--- src/rtl/board_sync_mem.sv ---
// board_sync_mem: clocked external-memory model for a multiplexed 16-bit
// bus with byte lanes. The address is latched in two phases. Transfers have
// programmable wait states and end with a one-cycle ready pulse.
// The word index can auto-increment for sequential bursts.
module board_sync_mem #(
    parameter int unsigned DW   = 16,
    parameter int unsigned SIZE = 8,
    parameter int unsigned WAIT = 2,
    parameter int unsigned INCR = 1
) (
    input  logic          clk,
    input  logic          reset,
    input  logic [DW-1:0] inp,
    input  logic [1:0]    le,
    input  logic          bhe,
    input  logic          we,
    input  logic          re,
    output logic [DW-1:0] out,
    output logic          rdy,
    output logic          busy,
    output logic [15:0]   wr_count
);

    localparam int unsigned H     = DW / 2;
    localparam int unsigned DEPTH = 1 << SIZE;
    localparam int unsigned CW    = (WAIT < 2) ? 1 : $clog2(WAIT + 1);
    localparam bit          NO_WAIT = (WAIT == 0);
    localparam bit          DO_INCR = (INCR != 0);

    typedef enum logic [1:0] {
        S_IDLE = 2'd0,
        S_WAIT = 2'd1,
        S_DONE = 2'd2,
        S_HOLD = 2'd3
    } state_t;

    state_t state, state_nxt;

    // Only the decoded bits of {a1,a0} are held; the other bits never
    // affect behaviour. a1_ble is addr[2*DW-1], a1_cen is addr[2*DW-3].
    logic [SIZE-1:0] a0_idx;
    logic            a1_ble;
    logic            a1_cen;
    logic            ce;

    logic [CW-1:0]   cnt;
    logic            accept;
    logic            cap_wr;
    logic [SIZE-1:0] cap_idx;
    logic            cap_lo;
    logic            cap_hi;
    logic [DW-1:0]   cap_data;

    logic [DW-1:0]   mem [DEPTH];

    assign ce = !a1_cen;

    // State register
    always_ff @(posedge clk) begin
        if (!reset) state <= S_IDLE;
        else        state <= state_nxt;
    end

    // Next-state decode and request acceptance
    always_comb begin
        state_nxt = state;
        accept    = 1'b0;
        case (state)
            S_IDLE: begin
                if (le == 2'b00 && ce && (!we || !re)) begin
                    accept    = 1'b1;
                    state_nxt = NO_WAIT ? S_DONE : S_WAIT;
                end
            end
            S_WAIT: if (cnt == CW'(1)) state_nxt = S_DONE;
            S_DONE: state_nxt = S_HOLD;
            S_HOLD: if (we && re) state_nxt = S_IDLE;
            default: state_nxt = S_IDLE;
        endcase
    end

    // Address latches, request capture, wait counter and registered outputs
    always_ff @(posedge clk) begin
        if (!reset) begin
            a0_idx   <= '0;
            a1_ble   <= 1'b0;
            a1_cen   <= 1'b0;
            cnt      <= '0;
            cap_wr   <= 1'b0;
            cap_idx  <= '0;
            cap_lo   <= 1'b0;
            cap_hi   <= 1'b0;
            cap_data <= '0;
            out      <= '0;
            rdy      <= 1'b0;
            busy     <= 1'b0;
            wr_count <= '0;
        end else begin
            rdy  <= (state_nxt == S_DONE);
            busy <= (state_nxt == S_WAIT) || (state_nxt == S_DONE);

            if (state == S_IDLE || state == S_HOLD) begin
                // A same-cycle le load overrides the burst increment.
                if (DO_INCR && state == S_HOLD && state_nxt == S_IDLE)
                    a0_idx <= cap_idx + SIZE'(1);
                if (le[0]) a0_idx <= inp[SIZE-1:0];
                if (le[1]) begin
                    a1_ble <= inp[DW-1];
                    a1_cen <= inp[DW-3];
                end
            end

            if (accept) begin
                cap_wr   <= !we;
                cap_idx  <= a0_idx;
                cap_lo   <= !a1_ble;
                cap_hi   <= !bhe;
                cap_data <= inp;
                cnt      <= CW'(WAIT);
            end else if (state == S_WAIT) begin
                cnt <= cnt - CW'(1);
            end

            if (state == S_DONE) begin
                if (cap_wr) wr_count <= wr_count + 16'd1;
                else        out      <= mem[cap_idx];
            end
        end
    end

    // Byte-lane memory write; contents survive reset
    always_ff @(posedge clk) begin
        if (reset && state == S_DONE && cap_wr) begin
            if (cap_lo) mem[cap_idx][H-1:0]  <= cap_data[H-1:0];
            if (cap_hi) mem[cap_idx][DW-1:H] <= cap_data[DW-1:H];
        end
    end

endmodule

--- config.mk ---
export PLATFORM = sky130hd
export DESIGN_NAME = board_sync_mem
export DESIGN_NICKNAME = d
export VERILOG_FILES = /design/src/rtl/board_sync_mem.sv
export SDC_FILE = /design/constraint.sdc
export NUM_CORES = 2
export LEC_CHECK = 0
export BUFFER_PORTS_ARGS = -buffer_cell sky130_fd_sc_hd__buf_2
export CORE_MARGIN = 5
export CORE_UTILIZATION = 40
export CTS_BUF_LIST = sky130_fd_sc_hd__clkbuf_4 sky130_fd_sc_hd__clkbuf_8
export DETAILED_ROUTE_END_ITERATION = 16
export HOLD_SLACK_MARGIN = 0.05
export SETUP_SLACK_MARGIN = 0.3
export SLEW_MARGIN = 25
export SYNTH_ARGS = -nofsm -noshare
export SYNTH_HDL_FRONTEND = slang
export SYNTH_SLANG_ARGS = --single-unit
export TNS_END_PERCENT = 1
--- constraint.sdc ---
create_clock -name clk -period 5.2 [get_ports clk]
set_input_delay 0.26 -clock clk [delete_from_list [all_inputs] [get_ports clk]]
set_output_delay 0.26 -clock clk [all_outputs]
set_load 0.02 [all_outputs]
After elaboration in Yosys (flattened, before gate mapping). Memories as Yosys holds them, arrays and structs flattened. A register that Yosys moved wholly into a read port is not among the register bits. Index checks and enable logic that the tools add are counted.

RAM bits: 4096. Word-level logic and storage cells: 67. Input bits: 23. Memories kept: 1. Register bits after elaboration: 59.

Reduce and logical (&&, ||, !) cells: 25. Bitwise gates (word level): 2. Muxes and demuxes: 16. $add $sub $neg: 3. Equal/unequal tests: 6.

Memory list: mem (words 256, width 16, read ports 1, clocked after memory_dff 1, wr ports 1, RTL line 54) `logic [DW-1:0] mem [DEPTH];`.

Operators by type and width (number): adder 16 x 1 -> 16 bit (second input constant) (1); 2-to-1 mux 8 bit (2); 2-to-1 mux 2 bit (5); adder 8 x 1 -> 8 bit (second input constant) (1); 2-to-1 mux 1 bit (8); case mux 2 bit (4 select lines) (1); AND reduction 2 bit (4); equality test 2 x 1 -> 1 bit (second input constant) (3); equality test 2 bit (second input constant) (3); logical AND 1 bit (6); zero test 1 bit (6); zero test 2 bit (3); nonzero test 2 bit (2); logical OR 1 bit (3); inverter 1 bit (2); OR reduction 2 bit (1); subtractor 2 x 1 -> 2 bit (second input constant) (1).

Logic depth before layout (Yosys ltp).
Word-level depth: 9. Depth in mapped cells: 13. Gate-level depth less buffers: 11.

Worst setup path after synthesis. Ideal clock, no wire load.

Path type: register to register. Start point: reg cap_data[0]. End point: mem mem[0][0], data pin. Period minus slack after synthesis: 4.253 ns. Path buffers: 0. Slack: 0.947 ns. Stages on the path, launching flop included: 1. Required time: 4.344 ns. Arrival time: 3.397 ns. Cells stage by stage: dfxtp_1.

RTL lines: start, declared (RTL line 52) `logic [DW-1:0] cap_data;`; start signal, assigned (RTL line 118) `cap_data <= inp;`; end, declared (RTL line 54).

Straight into the memory's write port.

==> results by group <==
Global routing
  – Largest net degree at the start of global routing: 258
  – First-pass GRT wire length: 644000 um
  – Total Routing Usage GR: roughly a fifth
  – Total gr overflow: 0
  – Initial antenna violation count: 21
  – Vias in the first global route: 85100

Routing
  – DRT Pass-1 Iters: 6
  – Vias per cell: 5.80
  – Residual DRC: 0
  – Wirelength per Cell: between 30 and 40 um
  – Initial drt markers: 9916
  – Met2 WL: about 220000 um
  – Met1 Wirelength: around 180000 um
  – Via count: 83000
  – Final ANT Viol Nets: 0
  – Met3 WL: 42500 um
  – Routed WL: 455000 um
  – DR top layer: met5

Timing
  – Hold slack: about 0.15 ns
  – Setup violations, final: 0
  – Setup TNS: 0 ns
  – Minimum clock period: 4.69 ns
  – Clk_skew: 0.0992 ns
  – Max-slew headroom: a little over a fifth
  – RSZ-0062 raised after global routing: false
  – Final slew viol count: 0
  – Fin worst setup slack: 0.507 ns
  – Final Hold Vio Count: 0
  – Tcrit/Tclk final: 90.3%
  – Worst-margin pin slew: 1.18 ns
  – Max Clk Rate: 0.213 GHz

Synthesis
  – Seq/Total Area, Yosys: 76.5%
  – Ys async rst share: 0%
  – Count of cell types in the netlist: just over 70
  – Synth top area cells: edfxtp_1 (76%), mux4_2 (14%), mux2i_1 (2.1%), nor2_1 (1.4%), dfxtp_1 (0.92%)
  – Number of synthesized flops with an enable pin: 4096
  – Most common library cells after synthesis: edfxtp_1 (4096), mux4_2 (975), nor2_1 (606)
  – Total nets after synthesis: 7842
  – Most common cell in the netlist: edfxtp_1
  – Synth area leader: edfxtp_1
  – Syn avg cell area: 20.8 um2
  – Mapped Cells: 7806
  – Flops & latches, synth: 4171
  – Synthesized area: approximately 160000 um2
  – Ys Warns: 0
  – Main synth FF type: edfxtp_1
  – Top-area cell type share of the netlist area: 75.6%

Hold path
  – HP Start: inp[14]
  – Hold Crit Class: primary input to register

Power and ir drop
  – Flop pwr share: ~56%
  – PwrDens: 360 nW/um2
  – Pint: just over 50 mW
  – Switching power total: 14.2 mW
  – Max VDD drop: ~260 uV
  – Leak Pwr: between 50 and 60 nW
  – Sw Ratio: 21.6%
  – Comb power frac: under 10%
  – Clock power share: 41.3%

Cells and area
  – Share of layout cells above drive strength 1: 27.5%
  – Final net count: 8402
  – Filler cells: ~34000
  – Area Overhead vs Synth: 12.6%

Clock tree
  – Clock Path Buffers: 4
  – Clk_lat worst skew: 1.25 ns
  – Clock root buffer master: clkbuf_8
  – Num CTS Buffers: 649
  – Register clock-pin slew on the reported worst setup and hold paths: 0.07 ns
  – Htree depth: 6
  – Post-CTS Repair Setup Buffers: 0
  – Num Clock Sinks: about 4200
  – Post-CTS Hold Fix Bufs: 55
  – Post-CTS sizing: 0
  – TritonCTS clock tree: yes

Die
  – Die ar.: 419000 um2
  – Io pins: 57
  – Initial Util: between 40% and 50%
  – Core box area: 406000 um2
  – Die X: 648 um
  – Chip height: 648 um
  – Row cnt: 234

Status
  – Status: complete, no violations

Critical path
  – Worst flop-to-flop path startpoint: cap_idx[1]
  – Worst Path Required: 6.21 ns
  – Crit path max fanout: 67
  – Crit end category: register
  – Critical path arrival: between 5 and 6 ns
  – Crit path launch type: register
  – WS Path Type: register to register
  – Worst setup path startpoint: cap_idx[1]

Placement
  – Final HPWL DP: around 280000 um
  – Dpl ws: 0.823 ns
  – GPL Wtd Cong: 0.864
  – PortBufs: 56

Job
  – Max_cap viols: 0
metal layers:
layer  track usage [%]  vias to the layer above
met5                 0                        -
li1                  -                    33500
met1              28.6                    44200
met2              33.8                     4295
met3              5.08                      917
met4              8.74                       22
critical path, cell delays in order, from the launching register on:
cell     delay, ns
dfxtp_4       0.84
buf_12        0.36
buf_12        0.44
mux4_2        0.73
o22ai_1       0.67
nor4_1        0.19
a21o_1        0.20
o31ai_1       0.63
a41oi_1       0.24
cells by family (layout without fill, tap and decap cells):
kind of cell               after synthesis  after routing  share of synthesized area [%]
and+or+nand+nor                       1225           1225                           3.16
muxes                                 1334           1334                           15.8
other                                    0             11                              0
buffers and inverters                  504           1561                           1.89
xor gates and xnor gates                18             18                         0.0969
AOI/OAI and AO/OA                      541            541                           2.39
DFF                                   4171           4171                           76.5
adders and majority gates               13             13                          0.100
cell usage in the layout (no fill, tap or decap), types with 15 or more instances in the layout:
| cell | synthesis | layout |
|---|---|---|
| nand3_1 | 93 | 87 |
| buf_4 | 95 | 229 |
| a32oi_1 | 36 | 36 |
| mux2i_1 | 341 | 341 |
| edfxtp_1 | 4096 | 4096 |
| dfxtp_1 | 75 | 51 |
| dlygate4sd3_1 | 1 | 55 |
| buf_2 | 130 | 56 |
| and3_1 | 33 | 33 |
| dfxtp_4 | 0 | 23 |
| nor2_2 | 0 | 15 |
| a22oi_1 | 105 | 105 |
| o22ai_1 | 63 | 63 |
| nor3_1 | 37 | 35 |
| clkinv_1 | 0 | 123 |
| a21oi_1 | 61 | 61 |
| a31oi_1 | 22 | 22 |
| clkbuf_4 | 2 | 225 |
| inv_6 | 0 | 17 |
| a2111oi_0 | 21 | 20 |
| nor2_1 | 606 | 589 |
| nand2_1 | 346 | 341 |
| a32o_1 | 21 | 21 |
| buf_12 | 8 | 59 |
| mux4_2 | 975 | 975 |
| o21ai_0 | 68 | 66 |
| nor2b_1 | 27 | 21 |
| a211oi_1 | 27 | 26 |
| nand4_1 | 18 | 18 |
| clkbuf_8 | 0 | 664 |
| clkinv_2 | 0 | 68 |
| o211ai_1 | 19 | 19 |
area by class of cell:
cell class	count	area [um2]	share of cell area (%)
Inverter	9	43.8	0.0239
Timing Repair Buffer	404	3870	2.11
Tap cell	5428	6790	3.71
Antenna cell	11	27.5	0.0150
Clock inverter	259	1810	0.989
Sequential cell	4171	125000	68.0
Multi-Input combinational cell	3131	35200	19.2
Clock buffer	889	10800	5.91
power groups by stage:
stage	logic [mW]	clock network, mW	registers (mW)
after floorplan	0.844	0	37.9
after global placement	1.60	0	37.7
after detailed placement	1.66	0	37.7
after CTS	1.69	27.6	37.0
after global routing	1.82	29.3	36.9
final	1.74	27.3	37.0
final timing paths:
check	slack, ns	endpoint	depth (start not counted)
min reg2reg	0.44	cap_idx[2]	2
max reg2reg	0.51	out[8]	8
max	0.51	out[8]	8
min	0.15	cap_data[14]	4
registers in the layout, indices dropped and copies added, names as in the netlist, 2 cells and up:
register,flops
a0_idx,8
cap_idx,8
state,2
wr_count,16
mem,4096
out,16
cnt,2
cap_data,16
through the flow:
stage / total power [mW] / util [%] / cells / area (um2)
detailed placement: 39.4 / 41.8 / 13100 / 170000
CTS: 66.3 / 45.1 / 14300 / 183000
global route: 68.1 / 45.1 / 14300 / 183000
finish: 66.0 / 45.1 / 14300 / 183000
global placement: 39.3 / 41.8 / 13100 / 170000
floorplan: 38.8 / - / 7806 / 163000
Note: power is estimated with default switching activity, not from simulation.
